`src/rtl/ram_6ab_sequencer.sv`:
```
// Single-port sync RAM initiator: arbitrates a CPU req/ack channel, a burst
// SCAN read engine and a whole-RAM CLEAR engine onto one registered RAM port.
module ram_6ab_sequencer #(
  parameter int addr_width_g = 11,
  parameter int data_width_g = 8
) (
  input  logic                    clock,
  input  logic                    reset_n,
  input  logic                    cpu_req,
  input  logic                    cpu_wr,
  input  logic [addr_width_g-1:0] cpu_addr,
  input  logic [data_width_g-1:0] cpu_wdata,
  output logic                    cpu_ack,
  output logic [data_width_g-1:0] cpu_rdata,
  input  logic                    scan_start,
  input  logic [addr_width_g-1:0] scan_base,
  input  logic [addr_width_g:0]   scan_len,
  output logic                    scan_valid,
  output logic [data_width_g-1:0] scan_data,
  output logic [addr_width_g-1:0] scan_addr,
  input  logic                    clr_start,
  input  logic [data_width_g-1:0] clr_value,
  output logic                    busy,
  output logic                    done,
  output logic [addr_width_g-1:0] ram_address,
  output logic [data_width_g-1:0] ram_data,
  output logic                    ram_wren,
  input  logic [data_width_g-1:0] ram_q
);
  localparam int A = addr_width_g;
  localparam int D = data_width_g;
  localparam logic [A:0] DEPTH = {1'b1, {A{1'b0}}};
  localparam logic [A:0] ONE   = {{A{1'b0}}, 1'b1};

  typedef enum logic [2:0] {S_IDLE, S_CPU_ACC, S_CPU_DONE, S_SCAN, S_CLEAR} state_t;

  state_t         state_q;
  logic [A:0]     cnt_q;
  logic [A-1:0]   ram_address_q, scan_addr_q;
  logic [D-1:0]   ram_data_q, cpu_rdata_q;
  logic           ram_wren_q, cpu_ack_q, scan_valid_q, busy_q, done_q;
  logic [A:0]     scan_len_c;

  assign scan_len_c = (scan_len > DEPTH) ? DEPTH : scan_len;

  always_ff @(posedge clock or negedge reset_n) begin
    if (!reset_n) begin
      state_q       <= S_IDLE;
      cnt_q         <= '0;
      ram_address_q <= '0;
      ram_data_q    <= '0;
      ram_wren_q    <= 1'b0;
      cpu_rdata_q   <= '0;
      cpu_ack_q     <= 1'b0;
      scan_addr_q   <= '0;
      scan_valid_q  <= 1'b0;
      busy_q        <= 1'b0;
      done_q        <= 1'b0;
    end else begin
      cpu_ack_q    <= 1'b0;
      done_q       <= 1'b0;
      scan_valid_q <= 1'b0;
      case (state_q)
        S_IDLE: begin
          // busy_q still high here means the scan drain beat; starts are dropped
          // but a CPU access may begin since its RAM cycle lands after the beat.
          if (clr_start && !busy_q) begin
            state_q       <= S_CLEAR;
            ram_address_q <= '0;
            ram_data_q    <= clr_value;
            ram_wren_q    <= 1'b1;
            cnt_q         <= DEPTH - ONE;
            busy_q        <= 1'b1;
          end else if (scan_start && !busy_q && scan_len != '0) begin
            state_q       <= S_SCAN;
            ram_address_q <= scan_base;
            ram_wren_q    <= 1'b0;
            cnt_q         <= scan_len_c - ONE;
            busy_q        <= 1'b1;
          end else begin
            busy_q <= 1'b0;
            if (cpu_req && !cpu_ack_q) begin
              state_q       <= S_CPU_ACC;
              ram_address_q <= cpu_addr;
              ram_data_q    <= cpu_wdata;
              ram_wren_q    <= cpu_wr;
            end
          end
        end
        S_CPU_ACC: begin
          ram_wren_q <= 1'b0;
          state_q    <= S_CPU_DONE;
        end
        S_CPU_DONE: begin
          cpu_rdata_q <= ram_q;
          cpu_ack_q   <= 1'b1;
          state_q     <= S_IDLE;
        end
        S_SCAN: begin
          scan_valid_q <= 1'b1;
          scan_addr_q  <= ram_address_q;
          if (cnt_q == '0) begin
            done_q  <= 1'b1;
            state_q <= S_IDLE;
          end else begin
            ram_address_q <= ram_address_q + A'(1);
            cnt_q         <= cnt_q - ONE;
          end
        end
        S_CLEAR: begin
          if (cnt_q == '0) begin
            ram_wren_q <= 1'b0;
            done_q     <= 1'b1;
            busy_q     <= 1'b0;
            state_q    <= S_IDLE;
          end else begin
            ram_address_q <= ram_address_q + A'(1);
            cnt_q         <= cnt_q - ONE;
          end
        end
        default: state_q <= S_IDLE;
      endcase
    end
  end

  assign cpu_ack     = cpu_ack_q;
  assign cpu_rdata   = cpu_rdata_q;
  assign scan_valid  = scan_valid_q;
  assign scan_data   = ram_q;
  assign scan_addr   = scan_addr_q;
  assign busy        = busy_q;
  assign done        = done_q;
  assign ram_address = ram_address_q;
  assign ram_data    = ram_data_q;
  assign ram_wren    = ram_wren_q;
endmodule

```
`config.mk`:
```
export PLATFORM = sky130hd
export DESIGN_NAME = ram_6ab_sequencer
export DESIGN_NICKNAME = d
export VERILOG_FILES = /design/src/rtl/ram_6ab_sequencer.sv
export SDC_FILE = /design/constraint.sdc
export NUM_CORES = 1
export LEC_CHECK = 0
export ABC_AREA = 1
export BUFFER_PORTS_ARGS = -buffer_cell sky130_fd_sc_hd__clkbuf_2
export CAP_MARGIN = 15
export CORE_ASPECT_RATIO = 0.8
export CORE_MARGIN = 2
export CORE_UTILIZATION = 40
export DETAILED_ROUTE_END_ITERATION = 6
export PLACE_DENSITY = 0.78
export SKIP_CTS_REPAIR_TIMING = 1
export SLEW_MARGIN = 20
export SYNTH_ARGS = -nofsm -noshare
export SYNTH_HDL_FRONTEND = slang
export SYNTH_SLANG_ARGS = --single-unit
```
`constraint.sdc`:
```
create_clock -name clock -period 1.65 [get_ports clock]
set_clock_uncertainty 0.1 [all_clocks]
set_input_delay 0.33 -clock clock [delete_from_list [all_inputs] [get_ports clock]]
set_output_delay 0.33 -clock clock [all_outputs]
set_load 0.02 [all_outputs]
```
==> impl_metrics.py <==
metrics = {
    "setup_path": {
        "startpoint_type": "flip-flop",
        "critPathMaxFanout": 4,
        "cp_common_cell": "nand2_2",
        "slowest_delay_ns": 0.40,
        "regToRegSetupSlack_ns": -0.31,
        "crit_path_end_kind": "flip-flop",
        "crit_required_ns": 1.78,
        "crit_cells": 11,
        "r2r_start": "cnt_q[0]",
        "crit_arrival_ns": 2.09,
        "path_cells": "inv_2 > ha_4 > nand2_2 > nor2_2 > nand3_2 > nor2_2 > nand4_1 > nand2_1 > nand2_2 > nand2_2 > o211ai_1",
        "r2r-end": "state_q[1]",
        "cp_slowest_cell": "dfrtp_1",
        "critPathKind": "flip-flop to flip-flop",
        "crit_buf_inv": 1,
        "crit_family": "simple AND/OR/NAND/NOR gates",
        "reg2reg_depth": 11,
    },
    "cts": {
        "clk_path_buf_depth": 2,
        "cts.sinks": 58,
        "htreeDepth": 3,
        "cts_tree": "yes",
        "insertion_delay_ns": 0.35,
        "cts_buffers": 9,
        "clk_pin_slew_worst_paths_ns": 0.07,
        "cts_root_buffer": "clkbuf_8",
    },
    "synthesis": {
        "ys_top_cells_by_area": "dfrtp_1 (41%), nand2_1 (16%), nand3_1 (7.4%)",
        "yosysTopAreaCell": "dfrtp_1",
        "synth_seq_cells": 58,
        "synth-edff-count": 0,
        "synth_warnings": 0,
        "syn_avg_cell_area_um2": 7.33,
        "synth_top_area_share_pct": 40.7,
        "async_reset_ff_share_pct": 100,
        "synth_cells": 486,
        "netlist-cell-type-count": 39,
        "syn_nets": 553,
        "yosysSeqAreaShare_pct": 40.7,
        "synth_area_um2": 3560,
        "ys.flop_type": "dfrtp_1",
    },
    "floorplan": {
        "initial_core_util_pct": 41.7,
        "io_pins": 115,
        "fp.dieH_um": 88.4,
        "die-area_um2": 9690,
        "die_x_um": 110,
        "core_area_um2": 8560,
        "num_rows": 30,
    },
    "global_route": {
        "antenna_found_initial": 0,
        "grt_pass1_vias": 3675,
        "grt_start_max_net_pins": 59,
        "grt-ovfl-total": 0,
        "grt_pass1_wl_um": 16600,
        "grt_usage_pct": 21.8,
    },
    "drt": {
        "routedWlPerCell_um": 14.0,
        "vias": 4098,
        "vias_per_cell": 5.20,
        "final_antenna_net_count": 0,
        "drc": 0,
        "first_pass_iters": 5,
        "drt_iter0_drc": 243,
        "wirelength_um": 11000,
    },
    "timing": {
        "setup_ws_ns": -0.314,
        "hold_violations": 0,
        "setup_tns_ns": -6.91,
        "setup_viol": 29,
        "slew_viol_final": 0,
        "timing.final.crit_period_ns": 1.96,
        "rsz0062_at_grt": "true",
        "whs_ns": 0.0932,
        "worst_pin_slew_ns": 0.644,
        "period_share_pct": 119,
        "max_freq_mhz": 509,
        "max-slew-margin-rel_pct": 56.7,
    },
    "cells_and_area": {
        "drive_gt1_share_pct": 43.0,
        "fillCellCount": 713,
        "num_antenna_cells": 0,
        "syn_to_final_growth_pct": 49.1,
        "nets": 738,
    },
    "placed_design": {
        "port_buffers": 114,
        "gp_congestion": 0.872,
        "dp.final_hpwl_um": 7870,
    },
    "power_and_ir_drop": {
        "powerDensity_nw_per_um2": 2130,
        "vdd_ir_drop_max_uv": 986,
        "p_leak_nw": 2.75,
    },
    "run": {
        "cap_violations": 0,
    },
    "hold_path": {
        "min_path_cells": 3,
        "hold_path.class": "input port to flip-flop",
        "min_from": "ram_q[7]",
        "min_to": "cpu_rdata[7]",
    },
    "status": {
        "violations": "negative setup slack",
        "outcome": "finished, violations left",
    },
}
[cell families (layout without fill, tap and decap cells)]
family,after synthesis,after routing,share of synthesized area (%)
xor gates and xnor gates,5,5,1.23
adders and majority gates,3,3,1.05
and+or+nand+nor,259,259,32.1
DFF,58,58,40.7
AOI/OAI and AO/OA,89,89,15.1
buffers and inverters,72,262,9.79
[synthesized netlist by cell type, types with 2 or more instances]
master / n
nand2_1: 150
dfrtp_1: 58
nand3_1: 53
inv_1: 41
nor2_1: 31
o21ai_0: 27
a21oi_1: 23
o21ai_1: 13
buf_4: 10
a41oi_1: 8
inv_2: 6
nand4_1: 6
buf_6: 5
clkbuf_1: 4
xor2_1: 4
a22oi_2: 3
buf_1: 3
buf_2: 3
ha_1: 3
nand2_2: 3
nand3_2: 3
nor2_2: 3
o31ai_1: 3
a21oi_2: 2
a22oi_1: 2
a31oi_1: 2
nor2_4: 2
nor3_1: 2
o211ai_1: 2
o22ai_1: 2
[worst reg2reg max path: cells and delay by family (launching register included)]
| kind | cells | cell delay (ns) |
|---|---|---|
| flip-flops | 1 | 0.40 |
| AND/OR/NAND/NOR | 8 | 1.03 |
| buffers and inverters | 1 | 0.09 |
| AO/OA/AOI/OAI | 1 | 0.08 |
| adder cells (fa/ha/maj) | 1 | 0.14 |
[how the worst max path moves through the flow]
stage / slack [ns] / endpoint / startpoint
5_1_grt: -0.46 / state_q[1] / cnt_q[0]
2_1_floorplan: -0.21 / cnt_q[2] / scan_len[0]
3_3_place_gp: -0.27 / cnt_q[9] / scan_len[7]
4_1_cts: -0.26 / cnt_q[9] / cnt_q[0]
6_report: -0.31 / state_q[1] / cnt_q[0]
3_5_place_dp: -0.30 / cnt_q[9] / scan_len[0]
[flip-flops by register name, summed over array words and instances, names as in the netlist]
signal       flops
cnt_q           12
cpu_rdata        8
state_q          3
ram_wren         1
ram_data         8
busy             1
cpu_ack          1
ram_address     11
scan_addr       11
done             1
scan_valid       1
[stage by stage]
stage               util (%)  instance area, um^2  total power, mW  instances  worst slack, ns
finish                  62.1                 5320             11.3        788           -0.314
global route            62.1                 5320             12.1        788           -0.459
CTS                     57.9                 4960             10.1        775           -0.263
detailed placement      55.3                 4730             8.59        759           -0.303
global placement        55.3                 4730             8.41        759           -0.269
floorplan                  -                 3610             6.37        486           -0.208
[routing by layer]
layer | global-route usage [%] | vias up | share of wire, %
met1 | 28.1 | 1911 | 43
met4 | 5.29 | 0 | 1.5
met5 | 0 | - | 0
met2 | 36.7 | 178 | 49
li1 | - | 1991 | -
met3 | 5.89 | 18 | 7.1
[area by class of cell]
class | count | area (um^2) | share of cell area [%]
timing repair buffer | 199 | 1310 | 24.7
clock inverter | 6 | 88.8 | 1.67
tap | 112 | 140 | 2.64
clock buffer | 10 | 138 | 2.59
inverter | 47 | 189 | 3.55
sequential | 58 | 1460 | 27.4
multi-input combinational | 356 | 1990 | 37.5
[cell usage in the layout, fill, tap and decap left out, drive strengths merged]
master / count
nand2: 154
clkbuf: 124
buf: 84
dfrtp: 58
nand3: 57
inv: 48
o21ai: 40
nor2: 36
a21oi: 25
a41oi: 8
nand4: 6
a22oi: 5
xor2: 4
nor3: 3
o211ai: 3
o31ai: 3
ha: 3
or2: 2
a31oi: 2
bufinv: 2
clkinvlp: 2
o22ai: 2
xnor2: 1
nand3b: 1
o311ai: 1
clkinv: 1
dlygate4sd3: 1
[report_power, final]
group	leakage [nW]	total [mW]	internal, mW	switching (mW)
clock network	0.109	1.52	0.893	0.627
logic	1.94	7.12	3.04	4.08
registers	0.700	2.69	2.15	0.539
total	2.75	11.3	6.08	5.24
No activity file was read; power rests on OpenSTA's default activity.
